$ cat config.mk
export PLATFORM = sky130hd
export DESIGN_NAME = reset_sequencer
export DESIGN_NICKNAME = d
export VERILOG_FILES = /design/src/rtl/reset_seq_pkg.sv /design/src/rtl/sync_2ff.sv /design/src/rtl/reset_sequencer.sv
export SDC_FILE = /design/constraint.sdc
export NUM_CORES = 1
export LEC_CHECK = 0
export ABC_CLOCK_PERIOD_IN_PS = 2700
export CAP_MARGIN = 30
export CORE_AREA = 4 4 78 80
export CTS_CLUSTER_SIZE = 14
export DETAILED_ROUTE_END_ITERATION = 6
export DIE_AREA = 0 0 82 84
export PLACE_DENSITY_LB_ADDON = 0.2
export SYNTH_ARGS = -nofsm -noshare
export SYNTH_HDL_FRONTEND = slang
export SYNTH_SLANG_ARGS = --single-unit
$ cat constraint.sdc
create_clock -name clk -period 2.7 [get_ports clk]
set_input_delay 0.405 -clock clk [delete_from_list [all_inputs] [get_ports clk]]
set_output_delay 0.405 -clock clk [all_outputs]
set_load 0.01 [all_outputs]
$ cat src/rtl/reset_seq_pkg.sv
// Shared types and defaults for the reset sequencer.
package reset_seq_pkg;

    localparam int unsigned STAGES_DEFAULT         = 4;
    localparam int unsigned HOLD_CYCLES_DEFAULT    = 16;
    localparam int unsigned TIMEOUT_CYCLES_DEFAULT = 1024;

    typedef enum logic [2:0] {
        StWaitLock,
        StHold,
        StWaitReady,
        StRun,
        StFault
    } seq_state_e;

    // Width of a counter/index over 'value' states; never narrower than 1 bit.
    function automatic int unsigned clog2_min1(input int unsigned value);
        return (value > 1) ? $clog2(value) : 1;
    endfunction

endpackage

$ cat src/rtl/sync_2ff.sv
// Two-flop synchronizer, asynchronously cleared to 0.
module sync_2ff #(
    parameter int unsigned WIDTH = 1
) (
    input  logic             clk,
    input  logic             reset_req_l,
    input  logic [WIDTH-1:0] d,
    output logic [WIDTH-1:0] q
);

    logic [WIDTH-1:0] meta_q;

    always_ff @(posedge clk or negedge reset_req_l) begin
        if (!reset_req_l) begin
            meta_q <= '0;
            q      <= '0;
        end else begin
            meta_q <= d;
            q      <= meta_q;
        end
    end

endmodule

$ cat src/rtl/reset_sequencer.sv
// Releases downstream reset domains in ascending order once the PLL is stably locked,
// waiting for each domain's ready acknowledge and flagging a fault on timeout.
module reset_sequencer
    import reset_seq_pkg::*;
#(
    parameter int unsigned STAGES         = STAGES_DEFAULT,
    parameter int unsigned HOLD_CYCLES    = HOLD_CYCLES_DEFAULT,
    parameter int unsigned TIMEOUT_CYCLES = TIMEOUT_CYCLES_DEFAULT
) (
    input  logic                           clk,
    input  logic                           reset_req_l,
    input  logic                           pll_locked,
    input  logic [STAGES-1:0]              stage_ready,
    input  logic                           sw_reset_req,
    output logic [STAGES-1:0]              stage_reset_l,
    output logic                           all_ready,
    output logic                           fault,
    output logic [clog2_min1(STAGES)-1:0]  fault_stage
);

    localparam int unsigned IdxW  = clog2_min1(STAGES);
    localparam int unsigned HoldW = clog2_min1(HOLD_CYCLES);
    localparam int unsigned ToW   = clog2_min1(TIMEOUT_CYCLES);

    localparam logic [IdxW-1:0]  LastIdx = IdxW'(STAGES - 1);
    localparam logic [HoldW-1:0] HoldMax = HoldW'(HOLD_CYCLES - 1);
    localparam logic [ToW-1:0]   ToMax   = ToW'(TIMEOUT_CYCLES - 1);

    seq_state_e       state_q;
    logic [IdxW-1:0]  idx_q;
    logic [HoldW-1:0] hold_cnt_q;
    logic [ToW-1:0]   to_cnt_q;

    logic [STAGES:0]   sync_q;
    logic              lock_s;
    logic [STAGES-1:0] ready_s;

    sync_2ff #(
        .WIDTH(STAGES + 1)
    ) u_sync (
        .clk        (clk),
        .reset_req_l(reset_req_l),
        .d          ({stage_ready, pll_locked}),
        .q          (sync_q)
    );

    assign lock_s  = sync_q[0];
    assign ready_s = sync_q[STAGES:1];

    // Ready bit of the stage being waited on, and the one-hot of the stage released next.
    logic              ready_sel;
    logic [STAGES-1:0] next_release;

    always_comb begin
        ready_sel    = 1'b0;
        next_release = '0;
        for (int j = 0; j < STAGES; j++) begin
            if (j == int'(idx_q)) begin
                ready_sel = ready_s[j];
            end
            if (j == int'(idx_q) + 1) begin
                next_release[j] = 1'b1;
            end
        end
    end

    always_ff @(posedge clk or negedge reset_req_l) begin
        if (!reset_req_l) begin
            state_q       <= StWaitLock;
            idx_q         <= '0;
            hold_cnt_q    <= '0;
            to_cnt_q      <= '0;
            stage_reset_l <= '0;
            all_ready     <= 1'b0;
            fault         <= 1'b0;
            fault_stage   <= '0;
        end else if (state_q == StFault) begin
            // Sticky until software clears it; lock loss alone does not.
            if (sw_reset_req) begin
                state_q <= StWaitLock;
                fault   <= 1'b0;
            end
        end else if (state_q != StWaitLock && (sw_reset_req || !lock_s)) begin
            state_q       <= StWaitLock;
            idx_q         <= '0;
            hold_cnt_q    <= '0;
            to_cnt_q      <= '0;
            stage_reset_l <= '0;
            all_ready     <= 1'b0;
        end else begin
            unique case (state_q)
                StWaitLock: begin
                    if (lock_s) begin
                        state_q    <= StHold;
                        hold_cnt_q <= '0;
                    end
                end
                StHold: begin
                    if (hold_cnt_q == HoldMax) begin
                        state_q          <= StWaitReady;
                        idx_q            <= '0;
                        to_cnt_q         <= '0;
                        stage_reset_l[0] <= 1'b1;
                    end else begin
                        hold_cnt_q <= hold_cnt_q + 1'b1;
                    end
                end
                StWaitReady: begin
                    if (ready_sel) begin
                        to_cnt_q <= '0;
                        if (idx_q == LastIdx) begin
                            state_q   <= StRun;
                            all_ready <= 1'b1;
                        end else begin
                            idx_q         <= idx_q + 1'b1;
                            stage_reset_l <= stage_reset_l | next_release;
                        end
                    end else if (to_cnt_q == ToMax) begin
                        state_q       <= StFault;
                        fault         <= 1'b1;
                        fault_stage   <= idx_q;
                        stage_reset_l <= '0;
                    end else begin
                        to_cnt_q <= to_cnt_q + 1'b1;
                    end
                end
                StRun: begin
                    all_ready <= 1'b1;
                end
                default: begin
                    state_q <= StWaitLock;
                end
            endcase
        end
    end

endmodule

==> impl_metrics.json <==
{
  "tritoncts": "yes",
  "crit_type": "flop to flop",
  "slew_violations": 0,
  "cap_violations": 0,
  "critPathMaxFanout": 7,
  "regToRegSetupSlack_ns": 0.43,
  "routabilityCongestion": 0.821,
  "yosys_register_bits": 37,
  "cts_setup_buffers": 0,
  "tns_ns": 0,
  "std_cell_rows": 27,
  "ys_types": 48,
  "path_clk_slew_ns": 0.08,
  "ios": 16,
  "reg2reg_from": "idx_q[0]",
  "drc": 0,
  "drive_gt1_share_pct": 10.2,
  "fin_nets": 212,
  "clock-skew-final_ns": 0.00528,
  "stdcell_count": 269,
  "grt_max_degree": 38,
  "hold_buffers": 0,
  "via_count": 1454,
  "cts_buffers": 5,
  "areaGrowthSynthToFinish_pct": 17.0,
  "htree_levels": 2,
  "grt_use_total_pct": 12.0,
  "startpoint_type": "flop",
  "synthesis.area_um2": 1850,
  "drt_iter0_drc": 70,
  "final-setup-viol-count": 0,
  "syn_area_per_cell_um2": 10.5,
  "path_cells": "inv_1 -> ha_1 -> a21oi_1 -> nand3b_1 -> a2111oi_4 -> mux2_1",
  "dp.cells": 261,
  "power.total_mw": 1.04,
  "start_util_pct": 34.3,
  "async_flop_share_pct": 100,
  "yosysWarnings": 0,
  "wl_per_cell_um": 14.2,
  "clock_latency_ns": 0.28,
  "worst_slew_pin_slew_ns": 0.810,
  "clock.fmax_mhz": 440,
  "fin_crit_ns": 2.27,
  "critical_path_required_ns": 2.87,
  "synth_flop_cell": "dfrtp_1",
  "die_x_um": 82,
  "grt_pass1_vias": 1399,
  "ff2ff_path_depth": 6,
  "die_area_um2": 6890,
  "overflow": 0,
  "fin_area_um2": 2170,
  "cts-root-buf": "clkbuf_8",
  "clockBufferDepth": 2,
  "cts.sinks": 37,
  "final_hold_viol_count": 0,
  "final_common_cell": "dfrtp_1",
  "slowest_stage": "a2111oi_4",
  "power_density_nw_per_um2": 481,
  "reg2reg_to": "fault_stage[0]",
  "min_path_type": "input port to async pin",
  "dp_hpwl_um": 2720,
  "max_slew_margin_pct": 46.0,
  "netlist_instances": 177,
  "status": "finished clean",
  "arrival_ns": 2.44,
  "irDropWorstVdd_uv": 312,
  "port_buffers": 15,
  "core_area_um2": 5410,
  "final_cell_mix": "dfrtp_1 (37), nor2_1 (21), a21oi_1 (15)",
  "vias_per_cell": 5.41,
  "antenna_found_initial": 0,
  "ys_seq_area_share_pct": 50.0,
  "critical_path.max_stage_delay_ns": 0.51,
  "post_dp_cell_area_um2": 2080,
  "grt_pass1_wl_um": 6460,
  "critPathLaunch": "idx_q[0]",
  "wirelength_um": 3810,
  "fin_crit_sh_pct": 84.1,
  "synth_edf_count": 0,
  "rsz0062_at_grt": "no",
  "p_leak_nw": 0.929,
  "crit_path_end_kind": "flop",
  "fp.dieH_um": 84,
  "n_antenna_cell": 0,
  "firstDrtPassIters": 4,
  "ctsResizeCount": 0,
  "synth_nets": 193,
  "ant_nets": 0
}
[how the worst max path moves through the flow]
stage                          end  slack, ns  depth (start not counted)
floorplan           fault_stage[0]       0.73                          6
global route        fault_stage[1]       0.26                          6
CTS                 fault_stage[0]       0.43                          6
finish              fault_stage[0]       0.43                          6
detailed placement        idx_q[1]       0.25                          6
global placement          idx_q[0]       0.31                          6
[sequential cells by signal, indices dropped and copies added, names as in the netlist]
name           count
to_cnt_q          10
u_sync.meta_q      5
u_sync.q           5
hold_cnt_q         4
stage_reset_l      4
state_q            3
fault_stage        2
idx_q              2
all_ready          1
fault              1
[cells by family after synthesis]
logic type | synth area share (%)
AND/OR/NAND/NOR | 20.7
flip-flops | 50.0
buffers and inverters | 1.96
AO/OA/AOI/OAI | 19.8
adder cells (fa/ha/maj) | 5.41
multiplexers | 1.22
XOR/XNOR | 0.946
[through the flow]
step           hold WS [ns]  worst slack (ns)  utilization (%)
2_1_floorplan         0.109             0.730                -
3_3_place_gp          0.331             0.310             38.4
3_5_place_dp          0.337             0.252             38.4
4_1_cts               0.235             0.426             40.1
5_1_grt               0.269             0.259             40.1
6_report              0.207             0.429             40.1
[cell type report]
type	instances	area, um^2
clock inverter	3	21.3
inverter	5	18.8
sequential	37	926
tap	72	90.1
timing repair buffer	16	153
clock buffer	5	68.8
multi-input combinational	131	890
fill	551	3240
[worst max-delay path: cells and delay by family (launching register included)]
family	cells	cell delay, ns
mux	1	0.37
flops	1	0.47
fa+ha+maj	1	0.23
compound gates	2	0.75
simple gates	1	0.22
buf+inv	1	0.12
[Yosys cell counts (all sizes together), types with 3 or more instances]
| cell | n | share of area [%] |
|---|---|---|
| a211oi | 4 | 1.6 |
| nand3 | 8 | 2.8 |
| nor2 | 21 | 4.3 |
| ha | 8 | 5.4 |
| a21oi | 16 | 4.5 |
| nand2b | 4 | 1.4 |
| a31oi | 3 | 1.0 |
| nand2 | 14 | 2.8 |
| and3 | 4 | 1.5 |
| dfrtp | 37 | 50 |
| and4 | 3 | 1.8 |
| inv | 5 | 1.0 |
| o21ai | 9 | 3.0 |
| nand3b | 4 | 1.6 |
[where the power goes]
| part | internal, mW | switching, mW | leakage [nW] |
|---|---|---|---|
| clock | 0.183 | 0.199 | 0.0445 |
| combinational | 0.0323 | 0.0505 | 0.395 |
| sequential | 0.568 | 0.00881 | 0.490 |
| total | 0.783 | 0.259 | 0.929 |
[layer usage]
layer	part of all wire (%)	global-route usage [%]	up-vias
met3	4.3	3.78	9
met1	46	15.4	715
li1	-	-	696
met5	0	0	-
met2	48	18.4	34
met4	1.4	4.83	0
Power figures use the tool's default switching activity.
==> patch 1: new RTL, same flow settings <==
Change the package constant `STAGES_DEFAULT` from 4 to 6.
--- a/src/rtl/reset_seq_pkg.sv
+++ b/src/rtl/reset_seq_pkg.sv
@@ -1,7 +1,7 @@
 // Shared types and defaults for the reset sequencer.
 package reset_seq_pkg;
 
-    localparam int unsigned STAGES_DEFAULT         = 4;
+    localparam int unsigned STAGES_DEFAULT         = 6;
     localparam int unsigned HOLD_CYCLES_DEFAULT    = 16;
     localparam int unsigned TIMEOUT_CYCLES_DEFAULT = 1024;
 
Interface: changed (resized fault_stage, stage_ready and stage_reset_l); port bits go from 16 to 21. The function was not compared with the original's and may differ.
==> patch 1 against the original RTL <==
  * Cell count rose by 17%
  * Worst setup slack got worse by 0.026 ns
  * Sequential cell count up 8
  * Via count rose by 20%
  * Synthesized cell count rose by 20%
  * Worst hold slack got worse by 0.18 ns
  * Wire length up 24%
  * Final area grew 26%
  * Area after synthesis grew 23%
  * Highest routed layer unchanged
Power is not compared: it rests on default switching activity, and its combinational part moved more than twofold at a synthesized area within 25%.
==> patch 1: results (changes against the original RTL) <==
| Metric | Value |
|---|---|
| Critical Path Start | `idx_q[0]` |
| Top post-synthesis cells by area | `dfrtp_1 (50%), ha_1 (4.4%), a21oi_1 (3.7%)` |
| Critical Path AT | `2.49 ns (+0.05 ns)` |
| Clock Tree Root | `clkbuf_8` |
| Number of flops mapped to enable cells by yosys | `0 (unchanged)` |
| CTS-repair resized insts | `0 (unchanged)` |
| Area after DPL | `0.00261 mm² (+25%)` |
| Ys async rst share | `100% (unchanged)` |
| Pre-Repair DR Iteration Count | `4 (unchanged)` |
| Hold_ws | `0.0290 ns (-0.178 ns)` |
| Area of the multi-input gates | `0.00107 mm² (+20%)` |
| Synth Area per Inst | `10.7 µm² (+2.3%)` |
| Peak supply drop | `between 0.3 and 0.4 mV` |
| Crit-path max cell delay | `0.41 ns (-0.10 ns)` |
| Largest registers | `to_cnt_q x10, u_sync.meta_q x7, u_sync.q x7` |
| ANT cells | `0 (unchanged)` |
| Total track usage | `15.3% (+3.3 points)` |
| R2R depth | `7 (+1)` |
| Synthesized net count | `230 (+19%)` |
| Fin nets | `260 (+23%)` |
| WL final | `4720 µm (+24%)` |
| Initial antenna violation count | `0 (unchanged)` |
| Cell leakage power | `around 1.2 nW` |
| Post-synthesis sequential area ratio | `49.6% (-0.39 points)` |
| Top-area cell type share of the netlist area | `49.6% (-0.39 points)` |
| Clock slew at reported path FFs | `roughly 0.090 ns` |
| Place WS | `0.342 ns (+0.0897 ns)` |
| I/O Buffers | `20 (+5)` |
| Share of cells above drive strength 1 | `15.2% (+5.1 points)` |
| Global-route wire length before repair | `8320 µm (+29%)` |
| Vias | `1,751 (+20%)` |
| Most frequent cell after synthesis | `dfrtp_1` |
| Initial drt markers | `91 (+30%)` |
| GP Congestion | `0.797 (-2.9%)` |
| Hold/Removal Path Class | `input pin to async pin` |
| Status | `finished, final reports clean` |
| Commonest cells in the netlist | `dfrtp_1 (45), a21oi_1 (17), nand2_1 (13), o21ai_0 (13), nand3_1 (12)` |
| Fill cell count | `492 (-11%)` |
| Worst setup endpoint | `state_q[1]` |
| Detail-routed via count per cell | `5.56 (+2.8%)` |
| Fin Clk Skew | `0.00209 ns (-0.00319 ns)` |
| Ys Warns | `0 (unchanged)` |
| CTS H-tree depth | `2 (unchanged)` |
| Maximum fanout along the worst path | `6 (-1)` |
| Placed insts | `307 (+18%)` |
| Tightest Pin Transition | `0.439 ns (-0.371 ns)` |
| Dpl hpwl | `3480 µm (+28%)` |
| Largest net degree at the start of global routing | `31 (-18%)` |
| Setup Fix Bufs, Post-CTS | `0 (unchanged)` |
| R2r setup slk | `0.40 ns (-0.03 ns)` |
| Unique cell type count in the Yosys netlist | `51 (+6.3%)` |
| CTS max path bufs | `2 (unchanged)` |
| Achievable frequency | `0.435 GHz (-1.1%)` |
| Worst-Skew Late Latency | `0.30 ns (+0.02 ns)` |
| Crit path max-delay cell type | `or3_4` |
==> patch 1: cell types whose count changed in the layout (fill, tap and decap cells not counted), sizes merged, moves of 4 or more <==
| cell | change |
|---|---|
| a31oi | +5 |
| buf | +10 |
| clkdlybuf4s50 | +5 |
| dfrtp | +8 |
| mux2 | +4 |
| nand3 | +5 |
| nor2 | -12 |
| nor3 | +8 |
| o21ai | +7 |
==> patch 1: cell families after synthesis <==
family / count (synthesis) / synth area share, %
and+or+nand+nor: 69 / 18.9
AOI/OAI and AO/OA: 68 / 20.7
DFF: 45 / 49.6
buffers and inverters: 16 / 3.25
adders and majority gates: 8 / 4.41
muxes: 6 / 3.14
==> patch 1: worst max-delay path: cells and delay by family, from the launching register on <==
family | cells | cell delay [ns]
adder cells (fa/ha/maj) | 2 | 0.45
buffers and inverters | 1 | 0.17
AND/OR/NAND/NOR | 1 | 0.41
AO/OA/AOI/OAI | 2 | 0.46
flip-flops | 1 | 0.40
multiplexers | 1 | 0.30
==> patch 1: where the power goes <==
group	internal, W	switching (W)
combinational	0.000219	0.000259
sequential	0.000721	0.0000666
clock	0.000277	0.000235
==> patch 1: layer usage <==
metal  track usage [%]  vias to the layer above  share of wire, %
met1              21.8                      846                48
met4              4.08                        0               1.0
met5                 0                        -                 0
li1                  -                      858                 -
met2              23.1                       43                47
met3              3.46                        4               4.3
==> patch 1: cell type report <==
cell class,count,share of cell area (%)
sequential,45,41.4
clock inverter,3,1.70
inverter,8,1.10
clock buffer,5,2.53
tap,72,3.31
timing repair buffer,31,10.7
multi-input combinational,151,39.3
==> patch 2: new RTL, same settings <==
Made on the original files. The 5 states of `seq_state_e` get a one-hot encoding in 5 bits.
--- a/src/rtl/reset_seq_pkg.sv
+++ b/src/rtl/reset_seq_pkg.sv
@@ -5,12 +5,12 @@
     localparam int unsigned HOLD_CYCLES_DEFAULT    = 16;
     localparam int unsigned TIMEOUT_CYCLES_DEFAULT = 1024;
 
-    typedef enum logic [2:0] {
-        StWaitLock,
-        StHold,
-        StWaitReady,
-        StRun,
-        StFault
+    typedef enum logic [4:0] {
+        StWaitLock  = 5'b00001,
+        StHold      = 5'b00010,
+        StWaitReady = 5'b00100,
+        StRun       = 5'b01000,
+        StFault     = 5'b10000
     } seq_state_e;
 
     // Width of a counter/index over 'value' states; never narrower than 1 bit.
Check against the original RTL: same outputs for any inputs over 10 cycles, from zero or initial values and one cycle with reset_req_l low; not proved beyond that.
==> patch 2 against the original RTL <==
  * Final area up 9.5%
  * Critical path type unchanged
  * Area after synthesis increased by 8.0%
  * Global-route usage up 1.3 points
  * Core utilization grew 3.8 points
  * Wire length increased by 7.9%
  * Worst setup slack got worse by 0.14 ns
  * Sequential cell count is 2 higher
  * Worst hold slack improved by 0.014 ns
  * Non-clock buffer count rose by 5
  * Count of clock-buffer cells in the layout unchanged
Power is not compared: it rests on default switching activity, and its combinational part moved more than twofold at a synthesized area within 25%.
==> patch 2: results (changes against the original RTL) <==
| Metric | Value |
|---|---|
| Reg2Reg Capture Point | `to_cnt_q[9]` |
| Top post-synthesis cells by area | `dfrtp_1 (48%), ha_1 (5.0%), a21oi_1 (3.8%)` |
| Global-route wire length before repair | `7220 µm (+12%)` |
| Critical Path AT | `2.63 ns (+0.19 ns)` |
| Detail-routed via count per cell | `5.39 (-0.33%)` |
| R2R Path Start | `idx_q[0]` |
| Maximum fanout along the worst path | `18 (+11)` |
| Status | `finished, final reports clean` |
| Crit-path max cell delay | `0.47 ns (-0.04 ns)` |
| Total track usage | `13.3% (+1.3 points)` |
| Synthesized net count | `206 (+6.7%)` |
| Share of cells above drive strength 1 | `13.2% (+3.1 points)` |
| Crit path max-delay cell type | `or4_1` |
| Vias in the first global route | `1,542 (+10%)` |
| WL met2 | `1910 µm (+3.6%)` |
| R2r setup slk | `0.29 ns (-0.14 ns)` |
| Commonest cells in the netlist | `dfrtp_1 (38), a21oi_1 (15), nand3_1 (13), nand2_1 (12), o21ai_0 (10)` |
| Met1 Routed Length | `1980 µm (+13%)` |
| Slew headroom | `43.0% (-3.0 points)` |
| Largest net degree at the start of global routing | `40 (+5.3%)` |
| Fin nets | `227 (+7.1%)` |
| GP Congestion | `0.770 (-6.2%)` |
| Fill cell count | `544 (-1.3%)` |
| R2R depth | `8 (+2)` |
| Metal3 WL | `173 µm (+4.8%)` |
| Post-synthesis sequential area ratio | `48.8% (-1.2 points)` |
| Initial drt markers | `56 (-20%)` |
| Avg WL per Cell | `14.5 µm (+2.2%)` |
-- patch 2: changes by cell type in the layout (fill, tap and decap cells not counted), moves of 5 or more --
cell     delta
buf_4       +5
nand3_1     +6
nor2_1     -16
nor2b_1     +5
o31ai_1     +5
or4_1       +6
-- patch 2: how the worst max path moves through the flow --
stage	slack, ns	to
finish	0.29	to_cnt_q[9]
global route	0.08	to_cnt_q[9]
CTS	0.28	to_cnt_q[9]
detailed placement	0.30	to_cnt_q[9]
global placement	0.33	to_cnt_q[9]
floorplan	0.59	to_cnt_q[5]
-- patch 2: cell families after synthesis --
| family | synth area share [%] |
|---|---|
| buffers and inverters | 3.94 |
| AO/OA/AOI/OAI | 19.8 |
| adder cells (fa/ha/maj) | 5.00 |
| multiplexers | 3.25 |
| flip-flops | 48.8 |
| XOR/XNOR | 0.438 |
| AND/OR/NAND/NOR | 18.8 |
-- patch 2: where the power goes --
part           internal (W)  switching [W]  total, W
Combinational      0.000156       0.000209  0.000365
Clock              0.000369       0.000210  0.000578
Sequential         0.000624      0.0000477  0.000672
Total               0.00115       0.000467   0.00162
-- patch 2: area by class of cell --
cell class	count	area, µm²	share of cell area (%)
flip-flops and latches	39	977	41.2
multi-input cells	136	950	40.0
repair buffers	21	190	8.01
well taps	72	90.1	3.80
clock buffers	5	68.8	2.90
clock inverters	3	67.6	2.85
inverters	8	30.0	1.27
-- patch 2: metal layers --
layer	track usage, %	vias to the layer above
li1	-	747
met1	18.5	745
met2	20.1	31
met3	3.35	7
met4	4.23	0
met5	0	-
-- patch 2: per-stage QoR --
stage	cells	utilization (%)	setup slack, ns	area, µm²	hold slack (ns)
after floorplan	190	-	0.592	2000	0.109
after global placement	276	41.4	0.333	2240	0.332
after detailed placement	276	41.4	0.300	2240	0.337
after CTS	284	43.9	0.275	2370	0.263
after global routing	284	43.9	0.0808	2370	0.298
final	284	43.9	0.286	2370	0.222
